[config.mk]
export PLATFORM = sky130hd
export DESIGN_NAME = n2_com_dp_32x84_fifo_ctl
export DESIGN_NICKNAME = d
export VERILOG_FILES = /design/src/rtl/n2_com_dp_fifo_ctl_pkg.sv /design/src/rtl/n2_com_dp_fifo_obuf.sv /design/src/rtl/n2_com_dp_32x84_fifo_ctl.sv
export SDC_FILE = /design/constraint.sdc
export NUM_CORES = 1
export LEC_CHECK = 0
export CORE_MARGIN = 1.5
export CORE_UTILIZATION = 45
export DETAILED_ROUTE_END_ITERATION = 8
export PLACE_DENSITY = 0.82
export RECOVER_POWER = 25
export SYNTH_ARGS = -nofsm -noshare
export SYNTH_HDL_FRONTEND = slang
export SYNTH_SLANG_ARGS = --single-unit
[constraint.sdc]
create_clock -name l2clk -period 7.7 [get_ports l2clk]
set_clock_uncertainty 0.15 [all_clocks]
set_input_delay 1.925 -clock l2clk [delete_from_list [all_inputs] [get_ports l2clk]]
set_output_delay 1.925 -clock l2clk [all_outputs]
set_load 0.1 [all_outputs]
[src/rtl/n2_com_dp_fifo_ctl_pkg.sv]
// Shared sizes and types for the 32x84 register-file FIFO sequencer.
package n2_com_dp_fifo_ctl_pkg;

  localparam int DEPTH    = 32;
  localparam int AW       = 5;
  localparam int DW       = 84;
  localparam int OB_DEPTH = 2;

  typedef logic [AW:0]   ptr_t;
  typedef logic [DW-1:0] data_t;

endpackage

[src/rtl/n2_com_dp_fifo_obuf.sv]
// Two-entry in-order output buffer; ob0 is the head. A pop is applied before
// the incoming entry is placed, so push lands in the first slot free after the pop.
module n2_com_dp_fifo_obuf
  import n2_com_dp_fifo_ctl_pkg::*;
(
  input  logic          clk,
  input  logic          rst,
  input  logic          clr,
  input  logic          push,
  input  logic [DW-1:0] push_data,
  input  logic          pop,
  output logic [1:0]    cnt,
  output logic [DW-1:0] head
);

  logic [DW-1:0] ob0, ob1;
  logic [DW-1:0] ob0_nxt, ob1_nxt;
  logic [1:0]    cnt_ap, cnt_nxt;

  always_comb begin
    cnt_ap  = cnt - {1'b0, pop};
    ob0_nxt = pop ? ob1 : ob0;
    ob1_nxt = ob1;
    if (push) begin
      if (cnt_ap == 2'd0) ob0_nxt = push_data;
      else                ob1_nxt = push_data;
    end
    cnt_nxt = cnt_ap + {1'b0, push};
  end

  always_ff @(posedge clk or posedge rst) begin
    if (rst) begin
      cnt <= 2'd0;
      ob0 <= '0;
      ob1 <= '0;
    end else if (clr) begin
      cnt <= 2'd0;
    end else begin
      cnt <= cnt_nxt;
      ob0 <= ob0_nxt;
      ob1 <= ob1_nxt;
    end
  end

  assign head = ob0;

endmodule

[src/rtl/n2_com_dp_32x84_fifo_ctl.sv]
// FIFO sequencer for a 32x84 two-port register file with 1-cycle read latency.
// Optional empty-path bypass (push straight into the output buffer): FIFO_CTL_BYPASS_EN.
module n2_com_dp_32x84_fifo_ctl
  import n2_com_dp_fifo_ctl_pkg::*;
(
  input  logic          l2clk,
  input  logic          rst,
  input  logic          flush,
  input  logic          tcu_array_wr_inhibit,
  input  logic          push_vld,
  input  logic [DW-1:0] push_data,
  output logic          push_rdy,
  output logic          pop_vld,
  output logic [DW-1:0] pop_data,
  input  logic          pop_rdy,
  output logic [AW-1:0] wr_adr,
  output logic          wr_en,
  output logic          wr_pce,
  output logic [DW-1:0] din,
  output logic [AW-1:0] rd_adr,
  output logic          rd_en,
  output logic          rd_pce,
  input  logic [DW-1:0] dout,
  output logic [AW+1:0] level
);

  localparam logic [2:0] OB_LIM = 3'(OB_DEPTH);

  ptr_t          wptr, rptr, arr_cnt;
  logic          rd_inflight;
  logic [1:0]    ob_cnt;
  logic          arr_full, arr_empty;
  logic          push_fire, pop_fire, byp, ob_push;
  logic [2:0]    ob_pend;
  logic [DW-1:0] ob_din;
  logic [AW+1:0] lvl_sum;

  // arr_cnt covers only entries already written; issued reads leave it at once.
  assign arr_cnt   = wptr - rptr;
  assign arr_full  = (wptr[AW-1:0] == rptr[AW-1:0]) && (wptr[AW] != rptr[AW]);
  assign arr_empty = (wptr == rptr);

  assign push_rdy  = !flush && !tcu_array_wr_inhibit && !arr_full;
  assign push_fire = push_vld && push_rdy;
  assign pop_vld   = !flush && (ob_cnt != 2'd0);
  assign pop_fire  = pop_vld && pop_rdy;

  // Slots the buffer will owe after this cycle's pop; a read may issue only if one stays free.
  assign ob_pend = {1'b0, ob_cnt} + {2'b0, rd_inflight} - {2'b0, pop_fire};
  assign rd_en   = !flush && !arr_empty && (ob_pend < OB_LIM);

`ifdef FIFO_CTL_BYPASS_EN
  assign byp = push_fire && arr_empty && !rd_inflight
               && (({1'b0, ob_cnt} - {2'b0, pop_fire}) < OB_LIM);
`else
  assign byp = 1'b0;
`endif

  assign wr_en  = push_fire && !byp;
  assign wr_pce = wr_en;
  assign wr_adr = wptr[AW-1:0];
  assign din    = push_data;
  assign rd_adr = rptr[AW-1:0];
  assign rd_pce = rd_en;

  assign ob_push = (rd_inflight && !flush) || byp;
  assign ob_din  = rd_inflight ? dout : push_data;

  assign lvl_sum = (AW+2)'(arr_cnt) + (AW+2)'(rd_inflight) + (AW+2)'(ob_cnt);
  assign level   = flush ? '0 : lvl_sum;

  always_ff @(posedge l2clk or posedge rst) begin
    if (rst) begin
      wptr        <= '0;
      rptr        <= '0;
      rd_inflight <= 1'b0;
    end else if (flush) begin
      wptr        <= '0;
      rptr        <= '0;
      rd_inflight <= 1'b0;
    end else begin
      if (wr_en) wptr <= wptr + 1'b1;
      if (rd_en) rptr <= rptr + 1'b1;
      rd_inflight <= rd_en;
    end
  end

  n2_com_dp_fifo_obuf u_obuf (
    .clk       (l2clk),
    .rst       (rst),
    .clr       (flush),
    .push      (ob_push),
    .push_data (ob_din),
    .pop       (pop_fire),
    .cnt       (ob_cnt),
    .head      (pop_data)
  );

endmodule
==> metrics.yaml, run 1 <==
floorplan:
  fp.dieH_um: 149
  dieArea_um2: 22300
  io-pin-count: 365
  core-area_um2: 21000
  die_x_um: 149
  start_util_pct: 45.9
  rows: 53
sta:
  finalSetupTns_ns: 0
  setup_viol: 0
  max_freq_mhz: 152
  maxSlewHeadroom_pct: -127
  grt_setup_unrepaired: "false"
  tightest_slew_ns: 3.39
  finalHoldViolations: 0
  period_share_pct: 85.3
  min_period_ns: 6.57
  slew_violations: 78
critical_path:
  r2r_start: "u_obuf.cnt[1]"
  critical_path_peak_fanout: 11
  cpMaxStageDelayCell: "clkdlybuf4s50_1"
  start_kind: "input pin"
  path_class: "input pin to primary output"
  critPathMaxStageDelay_ns: 0.47
  worstSetupEndpointType: "primary output"
  arrival_ns: 4.50
  crit_buf_inv: 4
  startpoint: "pop_rdy"
  cp.required_ns: 5.62
  crit_family: "buffers and inverters"
  cp_cell_sequence: "clkdlybuf4s50_1 > nand2_2 > inv_2 > ha_1 > nand2b_1 > fa_1 > xor2_1 > nor3b_1 > o21ai_1 > inv_1 > buf_12"
detailed_routing:
  post_drt_wl_per_cell_um: 17.3
  drc: 0
  final_antenna_net_count: 0
  drt_iter0_drc: 409
  avgViaCountPerCell: 5.35
  wirelength_mm: 25.7
  num_vias: 7965
  drtPass1Iterations: 5
cells_and_area:
  layout.nets: 1390
  ff_latch_area_um2: 4580
  multi_input_area_um2: 3970
  antenna-diode-count: 0
  nFillCells: 1716
  drive_above_1_share_pct: 5.85
  utilization_pct: 63.1
  area_delta_synth_final_pct: 37.4
logic_synthesis:
  syn_area_um2: 9650
  synth-xor-area-share_pct: 1.35
  syn-num-nets: 1168
  synthMuxAreaShare_pct: 10.4
  synthAdderAreaFrac_pct: 2.39
  synth_top_family_by_area: "compound AO/OA/AOI/OAI gates"
  synthArstFlopShare_pct: 100
  syn_inst: 978
  ys_ff_latch: 183
  synth_edf_count: 0
  postSynthAreaPerCell_um2: 9.87
  netlist_top_cells_area: "dfrtp_1, mux2i_1, buf_4, o211ai_1, or3_1"
  yosysWarnings: 0
  ys_seq_area_share_pct: 47.4
  synth_compound_gate_area_share_pct: 15.7
  synthFlopType: "dfrtp_1"
  ys_types: 46
  post-synth-top-count-cell: "dfrtp_1"
  synth_area_leader_cell: "dfrtp_1"
  yosys.area.top_type_share_pct: 47.4
  yosys.area_share.simple_pct: 11.1
  synthTopCellsByCount: "dfrtp_1, buf_4, nor2_1"
global_routing:
  grt_pass1_wl_mm: 40.7
  grt_util_all_layers_pct: 23.1
  grt_max_degree: 99
  antenna_found_initial: 0
  grt_overflow: 0
  grt_pass1_vias: 8112
clocking:
  cts_buffers: 17
  cts-htree-levels: 4
  clkSinkCount: 183
  cts_tree: "yes"
  cts_root_buffer: "clkbuf_16"
  cts_setup_buffers: 0
  post_cts_resized: 0
  clkTransAtPathRegs_ns: 0.07
  clkLatencyLatePin_ns: 0.43
  ctsHoldBuffers: 0
  clockBufferDepth: 2
placement:
  dpl.hpwl_mm: 17.6
  place_congestion: 0.816
  port_buffers: 364
pwr:
  ir_worst_vdd_mv: 0.306
  leakage_nw: 5.26
  powerDensity_nw_per_um2: 480
  total_power_mw: 6.37
run:
  drv_cap: 1
hold_path:
  worstHoldPathType: "flop to flop"
  holdCritStartpoint: "u_obuf.ob1[73]"
outcome:
  violations: "capacitance limit, slew limit"
  status: "finished with violations"
-- layer usage --
layer | global-route usage [%] | wire length, µm | vias up
met4 | 6.09 | 371 | 0
met3 | 5.73 | 1750 | 29
met2 | 42.2 | 13500 | 283
li1 | - | - | 3799
met5 | 0 | 0 | -
met1 | 26.9 | 10100 | 3854
-- metrics by stage --
stage | hold WS (ns) | cells | setup WS (ns) | area (µm²)
after floorplan | 0.339 | 978 | 0.106 | 9660
after global placement | 0.351 | 1456 | 1.19 | 12700
after detailed placement | 0.363 | 1456 | 1.13 | 12700
after CTS | 0.380 | 1488 | 1.11 | 13300
after global routing | 0.391 | 1488 | 0.924 | 13300
final | 0.374 | 1488 | 1.13 | 13300
-- sequential cells by signal, summed over array words and instances (netlist names) --
signal       flops
rd_inflight      1
rptr             6
u_obuf.cnt       2
u_obuf.head     84
u_obuf.ob1      84
wptr             6
-- area by class of cell --
cell class / count / area share [%]
clock buffers: 17 / 3.21
clock inverters: 15 / 1.19
inverters: 17 / 0.491
multi-input cells: 608 / 30.0
flip-flops and latches: 183 / 34.6
well taps: 275 / 2.59
repair buffers: 373 / 28.0
-- where the power goes --
part / leakage, nW / internal [mW] / switching [mW]
clock: 0.292 / 0.462 / 0.407
combinational: 2.69 / 1.04 / 2.78
sequential: 2.27 / 1.40 / 0.278
total: 5.26 / 2.90 / 3.47
-- path summary, 6_finish.rpt --
| kind | depth (start not counted) | slack (ns) | end |
|---|---|---|---|
| hold reg to reg | 2 | 0.37 | u_obuf.ob1[73] |
| hold / removal | 2 | 0.37 | u_obuf.ob1[73] |
| max in group asynchronous | 3 | 2.09 | rd_inflight |
| setup reg to reg | 11 | 4.14 | u_obuf.ob1[40] |
| min in group asynchronous | 2 | 2.80 | u_obuf.ob1[22] |
| setup / recovery | 11 | 1.13 | rd_en |
-- logic make-up (layout without fill, tap and decap cells) --
group | count (synthesis) | count (layout)
buffers and inverters | 187 | 422
DFF | 183 | 183
xor gates and xnor gates | 14 | 14
muxes | 99 | 99
adders and majority gates | 16 | 16
and+or+nand+nor | 219 | 219
AOI/OAI and AO/OA | 260 | 260
-- worst min-delay path, stage by stage, from the launching register on --
cell	delay, ns
dfrtp_1	0.34
nor2_1	0.05
a21oi_1	0.10
-- placed cells by master (no fill, tap or decap), types with 2 or more instances in the layout --
master	synthesis	final
a21oi_1	90	90
buf_12	0	2
buf_4	97	9
clkbuf_16	0	17
clkbuf_2	0	2
clkdlybuf4s50_1	0	358
clkinv_2	0	2
clkinv_4	0	3
dfrtp_1	183	182
fa_1	4	4
ha_1	12	12
inv_1	15	15
inv_6	0	4
inv_8	0	5
mux2_2	14	14
mux2i_1	85	85
nand2_1	27	27
nand2_2	2	2
nand2b_1	2	2
nand3_1	5	5
nor2_1	94	94
nor2b_1	4	4
nor4_1	2	2
o211ai_1	70	70
o21ai_0	87	87
o31ai_1	3	3
or3_1	73	73
xnor2_1	9	9
xor2_1	4	4
Power figures use the tool's default switching activity.
==> run 2: changes to the inputs <==
HOLD_SLACK_MARGIN = 0.1   (was not set)
clock period = 6.74 ns   (was 7.7 ns; I/O delays follow)
==> metrics.yaml, run 2 (synthesis results as in run 1) <==
clocking:
  ctsHoldBuffers: 0  # unchanged
  cts_setup_buffers: 0  # unchanged
  cts_root_buffer: "clkbuf_16"  # unchanged
  clockBufferDepth: 2  # unchanged
  cts_tree: "yes"  # unchanged
  clkSinkCount: 183  # unchanged
  cts_buffers: 17  # unchanged
  post_cts_resized: 0  # unchanged
  clkTransAtPathRegs_ns: 0.08  # was 0.07 ns
  cts-htree-levels: 4  # unchanged
  clkLatencyLatePin_ns: 0.43  # about the same
critical_path:
  r2r_start: "u_obuf.cnt[1]"  # unchanged
  startpoint: "pop_rdy"  # unchanged
  start_kind: "input pin"  # unchanged
  critPathMaxStageDelay_ns: 0.48  # was 0.47 ns
  critical_path_peak_fanout: 11  # unchanged
  path_class: "input pin to primary output"  # unchanged
  arrival_ns: 4.01  # was 4.50 ns
  cp_cell_sequence: "clkdlybuf4s50_1 > nand2_2 > inv_2 > ha_1 > nand2b_1 > fa_1 > xor2_1 > nor3b_1 > o21ai_1 > buf_4 > clkinvlp_4 > buf_12"  # was clkdlybuf4s50_1 > nand2_2 > inv_2 > ha_1 > nand2b_1 > fa_1 > xor2_1 > nor3b_1 > o21ai_1 > inv_1 > buf_12
  crit_buf_inv: 5  # was 4
  cpMaxStageDelayCell: "clkdlybuf4s50_1"  # unchanged
  cp.required_ns: 4.91  # was 5.62 ns
  crit_family: "buffers and inverters"  # unchanged
  worstSetupEndpointType: "primary output"  # unchanged
run:
  drv_cap: 1  # unchanged
sta:
  slew_violations: 184  # was 78
  finalSetupTns_ns: 0  # unchanged
  holdWs_ns: 0.375  # was 0.374 ns
  period_share_pct: 86.8
  maxSlewHeadroom_pct: -71.3  # was -127%
  setup_ws_ns: 0.891  # was 1.13 ns
  setup_viol: 0  # unchanged
  grt_setup_unrepaired: "false"  # unchanged
  max_freq_mhz: 171
  finalHoldViolations: 0  # unchanged
  min_period_ns: 5.85
  tightest_slew_ns: 2.57  # was 3.39 ns
cells_and_area:
  finalNonFillerCells: 1488  # unchanged
  layout.nets: 1390  # unchanged
  utilization_pct: 63.4  # was 63.1%
  layout_commonest_cell: "clkdlybuf4s50_1"  # unchanged
  drive_above_1_share_pct: 6.43  # was 5.85%
  antenna-diode-count: 0  # unchanged
  layout_common_cells: "clkdlybuf4s50_1, dfrtp_1, nor2_1"  # unchanged
  area_delta_synth_final_pct: 38.1  # was 37.4%
global_routing:
  grt_overflow: 0  # unchanged
  grt_max_degree: 184  # was 99
  grt_pass1_vias: 7975  # was 8112
  grt_pass1_wl_mm: 40.1  # was 40.7 mm
  grt_util_all_layers_pct: 22.7  # was 23.1%
  antenna_found_initial: 0  # unchanged
detailed_routing:
  final_antenna_net_count: 0  # unchanged
  drtPass1Iterations: 6  # was 5
  wirelength_mm: 25.2  # was 25.7 mm
  num_vias: 8024  # was 7965
  post_drt_wl_per_cell_um: 16.9  # was 17.3 µm
  drc: 0  # unchanged
  drt_iter0_drc: 389  # was 409
  avgViaCountPerCell: 5.39  # was 5.35
hold_path:
  holdCritStartpoint: "u_obuf.ob1[53]"  # was u_obuf.ob1[73]
  worstHoldPathType: "flop to flop"  # unchanged
pwr:
  swShare_pct: 54.4  # about the same
  p_int_mw: 3.33  # was 2.90 mW
  seq_power_share_pct: 26.2  # was 26.4%
  pwr-share-comb_pct: 59.8  # was 60.0%
  leakage_nw: 5.27  # was 5.26 nW
  powerDensity_nw_per_um2: 549  # was 480 nW/µm²
  switchingPower_mw: 3.98  # was 3.47 mW
  ir_worst_vdd_mv: 0.308  # was 0.306 mV
  pwr-share-clk_pct: 13.9  # was 13.6%
floorplan:
  die_x_um: 149  # unchanged
  core-area_um2: 21000  # unchanged
  dieArea_um2: 22300  # unchanged
  io-pin-count: 365  # unchanged
  rows: 53  # unchanged
  start_util_pct: 45.9  # unchanged
  fp.dieH_um: 149  # unchanged
placement:
  dp_slack_ns: 0.899  # was 1.13 ns
  place_congestion: 0.795  # was 0.816
  dpl.cell_count: 1456  # unchanged
  port_buffers: 364  # unchanged
  dpl.hpwl_mm: 16.9  # was 17.6 mm
outcome:
  violations: "capacitance limit, slew limit"  # unchanged
  status: "finished with violations"  # unchanged
## run 2: area by class of cell
type                       count  area, µm²
sequential                   183       4580
clock inverter                15        179
fill                        1716       7700
timing repair buffer         373       3740
multi-input combinational    608       3980
clock buffer                  17        425
tap                          275        344
inverter                      17       71.3
## run 2: power groups by stage
stage | Sequential, mW | Clock, mW | Combinational [mW]
finish | 1.92 | 1.02 | 4.38
detailed placement | 1.94 | 0 | 4.39
floorplan | 3.66 | 0 | 1.61
global placement | 1.91 | 0 | 4.33
global route | 1.98 | 1.09 | 4.60
CTS | 1.92 | 1.04 | 4.40
## run 2: per-layer routing
layer / routed length, µm / share of wire [%] / track usage [%]
met4: 447 / 1.8 / 7.87
met5: 0 / 0 / 0
met2: 12800 / 51 / 39.0
met3: 1740 / 6.9 / 5.49
met1: 10200 / 41 / 27.8
## run 2: path summary, 6_finish.rpt
path / to / slack [ns] / cells after the start
max in group asynchronous: rd_inflight / 2.19 / 3
worst min register to register: u_obuf.ob1[53] / 0.38 / 2
worst max register to register: u_obuf.ob1[37] / 3.55 / 11
worst max-delay path: rd_pce / 0.89 / 12
min in group asynchronous: wptr[0] / 2.36 / 3
worst min-delay path: u_obuf.ob1[53] / 0.38 / 2
## run 2: worst min-delay path, cell delays in order, from the launching register on
cell	delay, ns
dfrtp_1	0.34
nor2_1	0.05
a21oi_1	0.10
## run 2: per-stage QoR
| stage | total power [mW] | cell area (µm²) |
|---|---|---|
| global route | 7.67 | 13300 |
| CTS | 7.36 | 13300 |
| detailed placement | 6.32 | 12700 |
| finish | 7.32 | 13300 |
| global placement | 6.24 | 12700 |
| floorplan | 5.27 | 9680 |
==> run 3: changes to the inputs <==
HOLD_SLACK_MARGIN = 0.08   (was 0.1)
TNS_END_PERCENT = 1   (was not set)
==> metrics.yaml, run 3 (synthesis results as in run 1) <==
cells_and_area:
  drive_above_1_share_pct: 6.19  # was 6.43%
  layout_common_cells: "clkdlybuf4s50_1, dfrtp_1, nor2_1"  # unchanged
  area_delta_synth_final_pct: 37.5  # was 38.1%
  antenna-diode-count: 0  # unchanged
  final_area_um2: 13300  # about the same
  layout_commonest_cell: "clkdlybuf4s50_1"  # unchanged
  utilization_pct: 63.1  # was 63.4%
  layout.nets: 1390  # unchanged
critical_path:
  start_kind: "input pin"  # unchanged
  r2r_start: "u_obuf.cnt[1]"  # unchanged
  path_class: "input pin to primary output"  # unchanged
  arrival_ns: 4.01  # about the same
  worstSetupEndpointType: "primary output"  # unchanged
  cp.required_ns: 4.91  # about the same
  rr_endpoint: "u_obuf.ob1[29]"  # was u_obuf.ob1[37]
  critical_path_peak_fanout: 11  # unchanged
  startpoint: "pop_rdy"  # unchanged
  reg2regPathDepth: 11  # unchanged
  reg2reg_slack_ns: 3.53  # was 3.55 ns
  crit_end: "rd_pce"  # unchanged
clocking:
  clkLatencyLatePin_ns: 0.42  # was 0.43 ns
  cts_buffers: 17  # unchanged
  clkTransAtPathRegs_ns: 0.07  # was 0.08 ns
  clkSinkCount: 183  # unchanged
  cts_root_buffer: "clkbuf_16"  # unchanged
  post_cts_resized: 0  # unchanged
  clockBufferDepth: 2  # unchanged
  cts_setup_buffers: 0  # unchanged
  ctsHoldBuffers: 0  # unchanged
  cts-htree-levels: 4  # unchanged
  cts_tree: "yes"  # unchanged
sta:
  setup_viol: 0  # unchanged
  max_freq_mhz: 171  # about the same
  slew_violations: 184  # unchanged
  min_period_ns: 5.85  # about the same
  setup_ws_ns: 0.892  # was 0.891 ns
  finalHoldViolations: 0  # unchanged
  tightest_slew_ns: 2.48  # was 2.57 ns
  grt_setup_unrepaired: "false"  # unchanged
  maxSlewHeadroom_pct: -65.5  # was -71.3%
  period_share_pct: 86.8  # about the same
detailed_routing:
  num_vias: 7976  # was 8024
  drc: 0  # unchanged
  final_antenna_net_count: 0  # unchanged
  wirelength_mm: 25.3  # was 25.2 mm
  drt_iter0_drc: 420  # was 389
  post_drt_wl_per_cell_um: 17.0  # was 16.9 µm
  drtPass1Iterations: 5  # was 6
  avgViaCountPerCell: 5.36  # was 5.39
floorplan:
  rows: 53  # unchanged
  dieArea_um2: 22300  # unchanged
  start_util_pct: 45.9  # unchanged
  fp.dieH_um: 149  # unchanged
  die_x_um: 149  # unchanged
  io-pin-count: 365  # unchanged
  core-area_um2: 21000  # unchanged
global_routing:
  grt_pass1_vias: 7948  # was 7975
  antenna_found_initial: 0  # unchanged
  grt_overflow: 0  # unchanged
  grt_util_all_layers_pct: 22.7  # about the same
  grt_pass1_wl_mm: 40.2  # was 40.1 mm
  grt_max_degree: 184  # unchanged
placement:
  placed_area_um2: 12700  # about the same
  dp_slack_ns: 0.887  # was 0.899 ns
  dpl.hpwl_mm: 17.0  # was 16.9 mm
  port_buffers: 364  # unchanged
  place_congestion: 0.787  # was 0.795
outcome:
  status: "finished with violations"  # unchanged
  violations: "capacitance limit, slew limit"  # unchanged
pwr:
  powerDensity_nw_per_um2: 547  # was 549 nW/µm²
  leakage_nw: 5.23  # was 5.27 nW
  ir_worst_vdd_mv: 0.255  # was 0.308 mV
hold_path:
  worstHoldPathType: "flop to flop"  # unchanged
run:
  drv_cap: 1  # unchanged
-- run 3: cell types whose count changed in the layout (fill, tap and decap cells not counted), sizes merged --
cell      previous run  this run
clkinv               5         1
clkinvlp             2         6
inv                 24        22
clkbuf              18        19
-- run 3: layer usage --
metal  track usage, %  vias to the layer above  wire length, µm
met5                0                        -                0
met4             5.94                        0              371
met3             5.79                       26             1620
met2             39.3                      279            13100
met1             28.1                     3869            10200
li1                 -                     3802                -
-- run 3: worst min path at each step --
stage | slack (ns) | cells after the start | startpoint | end
floorplan | 0.34 | 2 | u_obuf.ob1[80] | u_obuf.ob1[80]
global route | 0.39 | 2 | u_obuf.ob1[78] | u_obuf.ob1[78]
global placement | 0.35 | 2 | u_obuf.ob1[42] | u_obuf.ob1[42]
CTS | 0.37 | 2 | u_obuf.ob1[78] | u_obuf.ob1[78]
finish | 0.37 | 2 | u_obuf.ob1[56] | u_obuf.ob1[56]
detailed placement | 0.36 | 2 | u_obuf.ob1[78] | u_obuf.ob1[78]
-- run 3: where the power goes --
part | switching, mW | internal [mW] | total, mW
combinational | 3.18 | 1.19 | 4.37
clock | 0.453 | 0.521 | 0.974
sequential | 0.316 | 1.60 | 1.92
-- run 3: final cells by class --
cell class	count	area, µm²
timing repair buffer	373	3730
inverter	17	71.3
clock buffer	18	429
tap	275	344
sequential	183	4580
fill	1725	7750
multi-input combinational	608	3980
clock inverter	13	140
-- run 3: per-stage QoR --
stage               TNS, ns  std cells  hold WS (ns)  power (mW)
global route              0       1487         0.387        7.62
global placement          0       1456         0.349        6.23
detailed placement        0       1456         0.361        6.31
CTS                       0       1487         0.375        7.31
finish                    0       1487         0.373        7.27
floorplan           -0.0701        978         0.339        5.27
-- run 3: worst max-delay path: stages --
cell	delay (ns)
clkdlybuf4s50_1	0.48
nand2_2	0.06
inv_2	0.07
ha_1	0.22
nand2b_1	0.16
fa_1	0.41
xor2_1	0.15
nor3b_1	0.19
o21ai_1	0.09
buf_4	0.18
clkinvlp_4	0.14
buf_12	0.18
